<file path="config.mk">
export PLATFORM = sky130hd
export DESIGN_NAME = window_average
export DESIGN_NICKNAME = d
export VERILOG_FILES = /design/src/rtl/window_average.sv
export SDC_FILE = /design/constraint.sdc
export NUM_CORES = 1
export LEC_CHECK = 0
export CELL_PAD_IN_SITES_DETAIL_PLACEMENT = 0
export CELL_PAD_IN_SITES_GLOBAL_PLACEMENT = 2
export CORE_MARGIN = 5
export CORE_UTILIZATION = 40
export DETAILED_ROUTE_END_ITERATION = 16
export DONT_BUFFER_PORTS = 1
export MAX_ROUTING_LAYER = met4
export PLACE_DENSITY_LB_ADDON = 0.3
export SYNTH_ARGS = -nofsm -noshare
export SYNTH_HDL_FRONTEND = slang
export SYNTH_SLANG_ARGS = --single-unit
</file>
<file path="constraint.sdc">
create_clock -name clk -period 5.49 [get_ports clk]
set_input_delay 1.098 -clock clk [delete_from_list [all_inputs] [get_ports clk]]
set_output_delay 1.098 -clock clk [all_outputs]
set_load 0.1 [all_outputs]
</file>
<file path="src/rtl/window_average.sv">
// Sliding-window mean over the last 2**DEPTH_LOG2 unsigned samples.
// The running sum is updated incrementally, so each strobe costs one add and one subtract.
module window_average #(
  parameter int DATA_W     = 32,
  parameter int DEPTH_LOG2 = 3,
  parameter int ROUND      = 0
) (
  input  logic              clk,
  input  logic              n_rst,
  input  logic              clear,
  input  logic              addValue,
  input  logic [DATA_W-1:0] inputData,
  output logic              averageReady,
  output logic [DATA_W-1:0] outputData,
  output logic              windowFull
);

  localparam int DEPTH     = 1 << DEPTH_LOG2;
  localparam int CNT_W     = DEPTH_LOG2 + 1;
  localparam int SUM_W     = DATA_W + DEPTH_LOG2 + ((ROUND != 0) ? 1 : 0);
  localparam int ROUND_INC = (ROUND != 0) ? (1 << (DEPTH_LOG2 - 1)) : 0;

  localparam logic [CNT_W-1:0] FULL_COUNT = {1'b1, {DEPTH_LOG2{1'b0}}};

  logic [DATA_W-1:0]     sampleMem [DEPTH];
  logic [DEPTH_LOG2-1:0] wrPtr;
  logic [CNT_W-1:0]      count;
  logic [SUM_W-1:0]      sum;

  logic                  accept;
  logic [DATA_W-1:0]     oldest;
  logic [SUM_W-1:0]      nextSum;
  logic [CNT_W-1:0]      nextCount;
  logic [SUM_W-1:0]      roundedSum;

  assign accept     = addValue && !clear;
  assign windowFull = (count == FULL_COUNT);

  // Until the window is full the slot under wrPtr holds stale data and must not be subtracted.
  assign oldest     = windowFull ? sampleMem[wrPtr] : '0;
  assign nextSum    = sum + SUM_W'(inputData) - SUM_W'(oldest);
  assign nextCount  = windowFull ? count : count + CNT_W'(1);
  assign roundedSum = nextSum + SUM_W'(ROUND_INC);

  // NOTE: sample storage has no reset on purpose; count gating hides stale entries,
  // and leaving it unreset lets synthesis map it onto plain RAM/register arrays.
  always_ff @(posedge clk) begin
    if (accept) begin
      sampleMem[wrPtr] <= inputData;
    end
  end

  // NOTE: all sequential state uses non-blocking assignment so every register
  // samples the pre-edge values; blocking here would create order-dependent races.
  always_ff @(posedge clk or negedge n_rst) begin
    if (!n_rst) begin
      wrPtr        <= '0;
      count        <= '0;
      sum          <= '0;
      outputData   <= '0;
      averageReady <= 1'b0;
    end else if (clear) begin
      wrPtr        <= '0;
      count        <= '0;
      sum          <= '0;
      outputData   <= '0;
      averageReady <= 1'b0;
    end else if (addValue) begin
      wrPtr <= wrPtr + DEPTH_LOG2'(1);
      count <= nextCount;
      sum   <= nextSum;
      if (nextCount == FULL_COUNT) begin
        outputData   <= DATA_W'(roundedSum >> DEPTH_LOG2);
        averageReady <= 1'b1;
      end else begin
        averageReady <= 1'b0;
      end
    end else begin
      averageReady <= 1'b0;
    end
  end

endmodule

</file>
==> results.json, run 1 <==
{
  "antenna_found_initial": 0,
  "cp_max_fo": 29,
  "detailed_place_hpwl_um": 26500,
  "worstPathCellList": "buf_4 -> mux2i_1 -> o21ai_0 -> o21ai_0 -> a21oi_1 -> ha_1 -> inv_1 -> ha_1 -> inv_1 -> fa_1 -> nor2b_1 -> o31a_2 -> o2111ai_1 -> a21o_1 -> o31a_1 -> nor4_1 -> o22a_1 -> mux2i_1 -> mux2_2",
  "die_w_um": 210,
  "port_buffers": 0,
  "synthFlopType": "edfxtp_1",
  "clkPwrFrac_pct": 28.3,
  "num_antenna_cells": 0,
  "top_layer": "met4",
  "place_ws_ns": 0.356,
  "syn-num-nets": 1413,
  "synth-seq-cells": 331,
  "synth_edf_count": 256,
  "viasPerCell": 5.35,
  "stdcell_count": 1865,
  "placedCellCount": 1801,
  "drtIter0Drc": 590,
  "p_sw_share_pct": 35.4,
  "critPathRequiredTime_ns": 5.91,
  "ios": 70,
  "startpoint_type": "flip-flop",
  "setup_ws_ns": 0.392,
  "mostFrequentLayoutCell": "edfxtp_1",
  "power.switching_mw": 2.77,
  "syn_area_per_cell_um2": 12.2,
  "cts_hold_buf": 0,
  "route.met2.wl_um": 20400,
  "r2r_end": "sum[34]",
  "reg2reg_depth": 19,
  "leakage_nw": 6.72,
  "async_flop_share_pct": 22.7,
  "fp.dieH_um": 210,
  "ir_drop_mv": 0.239,
  "nNetsFinal": 1421,
  "reg2reg_from": "wrPtr[1]",
  "die-area_um2": 44100,
  "place_area_um2": 16700,
  "vias": 9979,
  "drive_gt1_share_pct": 10.6,
  "cts_tree": "done",
  "rsz0062_at_grt": "no",
  "worst_slew_pin_slew_ns": 1.22,
  "whs_ns": 0.270,
  "syn_to_final_growth_pct": 11.0,
  "clockBufferDepth": 3,
  "cts_buffers": 37,
  "slew_headroom_pct": 18.7,
  "drt-total-wl_um": 40000,
  "syn_area_um2": 16000,
  "start_util_pct": 40.4,
  "synth_cell_type_count": 63,
  "core_region_area_um2": 39600,
  "grt_pass1_vias": 10300,
  "status": "complete, no violations",
  "crit_path_end_kind": "flip-flop",
  "total_power_mw": 7.82,
  "met1_length_um": 17200,
  "ys_seq_area_share_pct": 59.8,
  "cts_root_buf": "clkbuf_16",
  "wire_per_inst_um": 21.4,
  "place_congestion": 0.813,
  "min_period_ns": 5.10,
  "met3_length_um": 1600,
  "drv_slew": 0,
  "h-tree-depth": 2,
  "power_density_nw_per_um2": 440,
  "combPwrFrac_pct": 30.6,
  "insertion_delay_ns": 0.53,
  "cts_sinks": 331,
  "row_count": 73,
  "intPower_mw": 5.05,
  "gr-usage-all-layers_pct": 18.7,
  "r2r_setup_slack_ns": 0.39,
  "grt_pass1_wl_um": 62300,
  "cap_violations": 0,
  "yosys_warnings": 0,
  "critPathMaxStageDelay_ns": 0.69,
  "skew_ns": 0.0141,
  "utilization_pct": 44.8,
  "hold_viol": 0,
  "grt_max_degree": 76,
  "cp_slowest_cell": "dfrtp_4",
  "hold_path.class": "in -> async",
  "worstPathArrival_ns": 5.52,
  "max_freq_mhz": 196,
  "worstSetupPathType": "reg -> reg",
  "final_area_um2": 17800,
  "layout_common_cells": "edfxtp_1, inv_1, nor2_1",
  "p_seq_share_pct": 41.1,
  "setup-tns-final_ns": 0,
  "grt-ovfl-total": 0,
  "post-route-period-util_pct": 92.9,
  "finalSetupViolations": 0,
  "ant_nets": 0,
  "dr.pass1.iters": 6,
  "path_clk_slew_ns": 0.06,
  "drc": 0,
  "syn_inst": 1307
}
-- Yosys cell counts (12+ instances only) --
cell / number / area (um^2)
nor2_1: 131 / 492
o21ai_0: 44 / 220
dfrtp_1: 75 / 1880
a21o_1: 17 / 128
ha_1: 38 / 475
a211oi_1: 12 / 90.1
a22o_1: 20 / 175
inv_1: 144 / 541
o211ai_1: 17 / 128
clkbuf_1: 52 / 195
nand2_1: 83 / 312
a221oi_1: 20 / 175
xnor2_1: 15 / 131
a22oi_1: 38 / 285
mux2i_1: 53 / 531
fa_1: 32 / 641
mux2_2: 41 / 462
a21oi_1: 66 / 330
edfxtp_1: 256 / 7690
-- flip-flops by register name, indices dropped and copies added (netlist names) --
name	cells
sum	35
sampleMem	256
outputData	32
averageReady	1
wrPtr	3
count	4
-- final cells by class --
class                   count  area, um^2
well taps                 525         657
inverters                 145         544
clock buffers              49         971
clock inverters            15        77.6
fillers                  3716       21900
multi-input cells         768        5700
repair buffers             32         240
flip-flops and latches    331        9570
-- routing by layer --
metal,track usage [%],vias to the layer above
li1,-,4713
met5,-,-
met2,32.5,158
met1,23.2,5058
met3,3.24,50
met4,4.16,0
-- worst max-delay path by stage --
| stage | from | end | slack (ns) | cells past startpoint |
|---|---|---|---|---|
| 6_report | wrPtr[1] | sum[34] | 0.39 | 19 |
| 5_1_grt | wrPtr[1] | sum[34] | 0.03 | 19 |
| 4_1_cts | wrPtr[1] | sum[34] | 0.35 | 17 |
| 3_5_place_dp | wrPtr[1] | sum[34] | 0.36 | 17 |
| 3_3_place_gp | wrPtr[1] | sum[34] | 0.41 | 17 |
| 2_1_floorplan | clear | sampleMem[0][0] | 0.40 | 3 |
-- logic make-up after synthesis --
family / share of synthesized area (%)
muxes: 6.48
and+or+nand+nor: 7.81
buffers and inverters: 4.90
xor gates and xnor gates: 1.56
DFF: 59.8
adders and majority gates: 6.98
AOI/OAI and AO/OA: 12.5
-- worst max-delay path: cells and delay by family (launching register included) --
kind,cells,cell delay [ns]
and+or+nand+nor,2,0.48
buffers and inverters,3,0.46
muxes,3,0.75
adders and majority gates,3,0.83
AOI/OAI and AO/OA,8,1.75
DFF,1,0.69
-- repair_timing --
action                                  in CTS  in global routing
setup buffers                                0                  0
endpoints found under the setup margin       0                  1
gates resized for setup                      0                  1
-- power groups by stage --
stage | clock network [mW] | logic, mW | registers (mW)
floorplan | 0 | 1.82 | 3.22
global placement | 0 | 2.42 | 3.26
detailed placement | 0 | 2.41 | 3.26
CTS | 2.27 | 2.43 | 3.21
global route | 2.37 | 2.71 | 3.23
finish | 2.21 | 2.39 | 3.21
Power figures use the tool's default switching activity.
==> run 2, diff against run 1 <==
==> constraint.sdc (replaced) <==
create_clock -name clk -period 4.3 [get_ports clk]
set_input_delay 0.86 -clock clk [delete_from_list [all_inputs] [get_ports clk]]
set_output_delay 0.86 -clock clk [all_outputs]
set_load 0.1 [all_outputs]
==> run 2 against run 1 <==
Net effect: the run now ends with negative setup slack left; global-route usage increased by 0.39 points; via count increased by 7.4%; sequential share of layout area decreased by 6.4 points; combinational power increased by 110%; setup slack got worse by 0.60 ns; total power increased by 57%; clock skew increased by 0.0041 ns; critical path depth unchanged; worst hold slack got worse by 0.24 ns; cell area increased by 13%; routed wire length increased by 4.2%; largest power group is now combinational logic.
==> results.json, run 2 (synthesis gave the netlist of run 1 again) <==
{
  "status": "complete, but fails checks",
  "violations": "negative setup slack",
  "cp_max_fo": 4,
  "worst_slew_pin_slew_ns": 1.02,
  "rsz0062_at_grt": "yes",
  "grt_pass1_vias": 11200,
  "critPathMaxStageDelay_ns": 0.54,
  "largest_register_ffs": 256,
  "cp_slowest_cell": "fa_1",
  "worstSetupPathType": "reg -> reg",
  "r2r_setup_slack_ns": -0.21,
  "path_clk_slew_ns": 0.07,
  "finalSetupViolations": 20,
  "hold_viol": 0,
  "crit_path_end_kind": "flip-flop",
  "largest_register": "sampleMem",
  "insertion_delay_ns": 0.53,
  "p_sw_share_pct": 34.0,
  "cts_hold_buf": 0,
  "cts_tree": "done",
  "critPathTopFamily": "compound AO/OA/AOI/OAI gates",
  "place_area_um2": 17900,
  "wire_per_inst_um": 20.5,
  "layout_common_cells": "edfxtp_1, buf_4, inv_1",
  "startpoint_type": "flip-flop",
  "cap_violations": 0,
  "die-area_um2": 44100,
  "power_density_nw_per_um2": 610,
  "vias": 10700,
  "mostFrequentLayoutCell": "edfxtp_1",
  "drt-total-wl_um": 41600,
  "cts_buffers": 37,
  "hold_path.class": "in -> async",
  "worstPathArrival_ns": 4.93,
  "cp_num_buf_inv": 3,
  "antenna_found_initial": 0,
  "clockBufferDepth": 3,
  "setup_ws_ns": -0.206,
  "p_seq_share_pct": 33.3,
  "cts_sinks": 331,
  "num_antenna_cells": 0,
  "clkPwrFrac_pct": 26.8,
  "grt-ovfl-total": 0,
  "ant_nets": 0,
  "ir_drop_mv": 0.413,
  "port_buffers": 0,
  "drv_slew": 0,
  "place_congestion": 0.860,
  "drive_gt1_share_pct": 28.6,
  "detailed_place_hpwl_um": 27700,
  "h-tree-depth": 2,
  "worstPathCellList": "buf_6 -> buf_6 -> mux2_4 -> a221oi_2 -> a21oi_1 -> nor2_2 -> nor2_1 -> fa_1 -> inv_1 -> ha_1 -> a21o_1 -> nand4_1 -> a211o_1 -> a21oi_4 -> o21a_1 -> o31a_1 -> o21a_1 -> or3_4 -> a32o_1",
  "ios": 70,
  "critPathRequiredTime_ns": 4.72,
  "dr.pass1.iters": 5,
  "power.switching_mw": 4.17,
  "place_ws_ns": -0.555,
  "final_area_um2": 20100,
  "cts_root_buf": "clkbuf_16",
  "syn_to_final_growth_pct": 25.9,
  "drtIter0Drc": 604,
  "leakage_nw": 7.80,
  "viasPerCell": 5.28,
  "gr-usage-all-layers_pct": 19.1,
  "fp.dieH_um": 210,
  "grt_max_degree": 76,
  "grt_pass1_wl_um": 64100,
  "combPwrFrac_pct": 39.9,
  "slew_headroom_pct": 32.2,
  "post-route-period-util_pct": 105,
  "intPower_mw": 8.11,
  "skew_ns": 0.0182,
  "nNetsFinal": 1584,
  "start_util_pct": 40.4,
  "largestRegisters": "sampleMem x256, sum x35, outputData x32",
  "min_period_ns": 4.51,
  "max_freq_mhz": 222,
  "row_count": 73,
  "drc": 0,
  "die_w_um": 210,
  "core_region_area_um2": 39600
}
-- run 2: cell count changes in the layout (fill, tap and decap cells not counted), moves of 10 or more --
| cell | previous run | this run |
|---|---|---|
| a21oi_1 | 66 | 47 |
| a21oi_2 | 0 | 16 |
| buf_12 | 0 | 10 |
| buf_4 | 32 | 167 |
| buf_6 | 0 | 13 |
| clkbuf_1 | 12 | 2 |
| ha_1 | 38 | 20 |
| ha_4 | 0 | 14 |
| nor2_1 | 128 | 111 |
| nor2_2 | 2 | 17 |
| o21ai_0 | 44 | 27 |
| o21ai_1 | 2 | 15 |
-- run 2: layer usage --
layer / vias up / GRT usage [%] / share of wire (%)
met5: - / - / 0
met4: 0 / 5.38 / 2.6
met3: 71 / 2.98 / 4.1
met2: 210 / 33.3 / 52
met1: 5391 / 23.3 / 42
li1: 5048 / - / -
-- run 2: layout make-up --
cell class	count	area, um^2
Tap cell	525	657
Fill cell	3524	19500
Inverter	145	544
Multi-Input combinational cell	768	6430
Clock inverter	28	330
Timing Repair Buffer	195	1680
Sequential cell	331	9570
Clock buffer	39	933
-- run 2: final timing paths --
| path | startpoint | endpoint | depth (start not counted) |
|---|---|---|---|
| hold reg to reg | sum[9] | sum[9] | 2 |
| max in group asynchronous | n_rst | wrPtr[1] | 0 |
| hold / removal | n_rst | sum[0] | 0 |
| setup / recovery | wrPtr[1] | outputData[18] | 19 |
| setup reg to reg | wrPtr[1] | outputData[18] | 19 |
| min in group clk | clear | outputData[23] | 1 |
-- run 2: worst reg2reg max path, stage by stage (launching register included) --
cell and delay, ns:
dfrtp_4 0.49, buf_6 0.14, buf_6 0.12, mux2_4 0.30, a221oi_2 0.21, a21oi_1 0.07
nor2_2 0.14, nor2_1 0.07, fa_1 0.54, inv_1 0.06, ha_1 0.28, a21o_1 0.18
nand4_1 0.12, a211o_1 0.25, a21oi_4 0.10, o21a_1 0.22, o31a_1 0.31, o21a_1 0.21
or3_4 0.33, a32o_1 0.26
-- run 2: power by group through the flow --
stage               sequential, mW  combinational (mW)  clock [mW]
floorplan                     4.12                2.34           0
global placement              4.16                4.03           0
detailed placement            4.16                4.03           0
CTS                           4.09                4.45        3.36
global route                  4.11                5.40        3.50
finish                        4.09                4.90        3.29
-- run 2: metrics by stage --
step,hold slack (ns),utilization (%),power [mW],TNS [ns],std cells
6_report,0.0308,50.8,12.3,-2.15,2031
5_1_grt,0.0112,50.8,13.0,-8.59,2031
4_1_cts,0.00369,49.3,11.9,-1.89,2020
3_5_place_dp,0.467,45.1,8.20,-10.99,1941
3_3_place_gp,0.462,45.1,8.18,-11.19,1941
2_1_floorplan,0.449,-,6.46,-0.00410,1307
-- run 2: repair_timing --
action                     in CTS  in global routing
setup buffers                  12                 11
setup endpoints to repair      37                 44
cloned                          0                  1
pin swaps                      30                 39
resized for setup              69                105
==> run 3, diff against run 2 <==
--- a/config.mk
+++ b/config.mk
@@ -8,9 +8,10 @@
 export CELL_PAD_IN_SITES_DETAIL_PLACEMENT = 0
 export CELL_PAD_IN_SITES_GLOBAL_PLACEMENT = 2
 export CORE_MARGIN = 5
-export CORE_UTILIZATION = 40
+export CORE_UTILIZATION = 24
 export DETAILED_ROUTE_END_ITERATION = 16
 export DONT_BUFFER_PORTS = 1
+export GPL_TIMING_DRIVEN = 1
 export MAX_ROUTING_LAYER = met4
 export PLACE_DENSITY_LB_ADDON = 0.3
 export SYNTH_ARGS = -nofsm -noshare
==> run 3 against run 2 <==
Net effect: the flow still finishes with violations (negative setup slack); sequential share of layout area shrank 1.1 points; routed wire length increased by 9.2%; combinational power barely moved; global-route usage decreased by 6.1 points; sequential cell count stayed put; critical endpoint is now sum[34]; total power is 0.35% lower; count of clock-buffer cells in the layout grew 6; clock skew is 0.0012 ns lower; worst hold slack improved by 0.15 ns; register-to-register slack is essentially flat.
==> results.json, run 3 (synthesis gave the netlist of run 1 again) <==
{
  "drive_gt1_share_pct": 29.1,
  "worstPathCellList": "buf_12 -> mux2_4 -> a221oi_4 -> a21oi_2 -> nor2_2 -> nor2_2 -> fa_2 -> fa_2 -> nor2b_4 -> o31a_4 -> o2111ai_4 -> a21o_1 -> o31a_1 -> nor4_2 -> o22a_1 -> mux2i_1 -> mux2_2",
  "grt-ovfl-total": 0,
  "hold_viol": 0,
  "regArea_um2": 9570,
  "cp_slowest_cell": "dfrtp_4",
  "min_period_ns": 4.51,
  "start_util_pct": 24.3,
  "drc": 0,
  "crit_path_end_kind": "flip-flop",
  "drtIter0Drc": 430,
  "ios": 70,
  "multi_input_area_um2": 6540,
  "worstPathArrival_ns": 4.94,
  "drv_slew": 0,
  "vias": 10500,
  "power_density_nw_per_um2": 593,
  "port_buffers": 0,
  "critPathRequiredTime_ns": 4.73,
  "path_clk_slew_ns": 0.06,
  "clkPwrFrac_pct": 26.3,
  "syn_to_final_growth_pct": 28.9,
  "rsz0062_at_grt": "yes",
  "largest_register_ffs": 256,
  "utilization_pct": 31.3,
  "dr.pass1.iters": 4,
  "place_congestion": 0.794,
  "cap_violations": 0,
  "total_power_mw": 12.2,
  "worst_slew_pin_slew_ns": 1.04,
  "cts_root_buf": "clkbuf_16",
  "grt_pass1_vias": 10900,
  "fp.dieH_um": 268,
  "violations": "negative setup slack",
  "core_region_area_um2": 66000,
  "ir_drop_mv": 0.316,
  "p_seq_share_pct": 33.5,
  "hold_path.class": "in -> async",
  "leakage_nw": 7.82,
  "status": "complete, but fails checks",
  "cts_tree": "done",
  "max_freq_mhz": 222,
  "worstSetupPathType": "reg -> reg",
  "ant_nets": 0,
  "p_sw_share_pct": 35.0,
  "largestRegisters": "sampleMem x256, sum x35, outputData x32",
  "row_count": 94,
  "nFillCells": 6569,
  "gr-usage-all-layers_pct": 13.0,
  "combPwrFrac_pct": 40.2,
  "grt_max_degree": 76,
  "clockBufferDepth": 3,
  "num_antenna_cells": 0,
  "slew_headroom_pct": 30.4,
  "h-tree-depth": 2,
  "critPathTopFamily": "compound AO/OA/AOI/OAI gates",
  "viasPerCell": 4.42,
  "insertion_delay_ns": 0.55,
  "startpoint_type": "flip-flop",
  "finalSetupViolations": 14,
  "drt-total-wl_um": 45500,
  "cts_buffers": 37,
  "die_w_um": 268,
  "setup_ws_ns": -0.209,
  "whs_ns": 0.179,
  "intPower_mw": 7.96,
  "detailed_place_hpwl_um": 31600,
  "layout_common_cells": "edfxtp_1, buf_4, inv_1",
  "antenna_found_initial": 0,
  "cp_max_fo": 8,
  "mostFrequentLayoutCell": "edfxtp_1",
  "post-route-period-util_pct": 105,
  "wire_per_inst_um": 19.2,
  "cp_num_buf_inv": 1,
  "cts_sinks": 331,
  "die-area_um2": 71900,
  "power.switching_mw": 4.28,
  "skew_ns": 0.0170,
  "nNetsFinal": 1585,
  "critPathMaxStageDelay_ns": 0.52,
  "largest_register": "sampleMem",
  "grt_pass1_wl_um": 69800
}
==> run 3: path summary, 6_finish.rpt <==
kind	start	depth (start not counted)	slack, ns	end
max	wrPtr[1]	17	-0.21	sum[34]
min in group clk	clear	1	0.37	outputData[23]
min	n_rst	1	0.18	outputData[21]
max in group asynchronous	n_rst	1	3.69	sum[33]
min reg2reg	sum[16]	2	0.48	sum[16]
max reg2reg	wrPtr[1]	17	-0.21	sum[34]
==> run 3: cell type report <==
class / count / share of cell area (%)
clock inverter: 21 / 1.10
timing repair buffer: 196 / 8.10
multi-input combinational: 768 / 31.7
tap: 864 / 5.24
sequential: 331 / 46.4
inverter: 145 / 2.64
clock buffer: 45 / 4.79
==> run 3: routing by layer <==
layer | GRT usage (%) | up-vias | routed length [um] | share of wire [%]
met2 | 19.9 | 149 | 20500 | 45
met4 | 3.18 | 0 | 830 | 1.8
met1 | 17.8 | 5214 | 21900 | 48
met5 | - | - | 0 | 0
met3 | 2.80 | 56 | 2160 | 4.8
li1 | - | 5047 | - | -
==> run 3: per-stage QoR <==
step	TNS, ns	cell area [um^2]	worst slack, ns	std cells
6_report	-1.49	20600	-0.209	2370
5_1_grt	-5.66	20600	-0.383	2370
4_1_cts	-2.04	20200	-0.239	2358
3_5_place_dp	-9.39	18300	-0.552	2283
2_1_floorplan	-0.00410	16100	-0.00410	1307
3_3_place_gp	-9.33	18300	-0.473	2283
==> run 3: timing repair <==
action / CTS / global route
pin swaps: 58 / 53
hold buffers: 1 / 0
endpoints found under the setup margin: 33 / 40
gates resized for setup: 104 / 87
gates cloned: 1 / 0
setup buffers: 11 / 14
hold endpoints to repair: 75 / 0
==> run 3: power groups by stage <==
| stage | clock network, mW | registers [mW] | logic [mW] |
|---|---|---|---|
| 2_1_floorplan | 0 | 4.12 | 2.34 |
| 3_3_place_gp | 0 | 4.16 | 4.04 |
| 3_5_place_dp | 0 | 4.16 | 4.02 |
| 4_1_cts | 3.34 | 4.10 | 4.54 |
| 5_1_grt | 3.46 | 4.12 | 5.43 |
| 6_report | 3.22 | 4.09 | 4.92 |
==> run 3: worst register-to-register path, delay by kind of cell, from the launching register on <==
kind / cells / cell delay (ns)
AOI/OAI and AO/OA: 7 / 1.43
adders and majority gates: 2 / 0.89
buffers and inverters: 1 / 0.16
DFF: 1 / 0.52
muxes: 3 / 0.88
and+or+nand+nor: 4 / 0.51
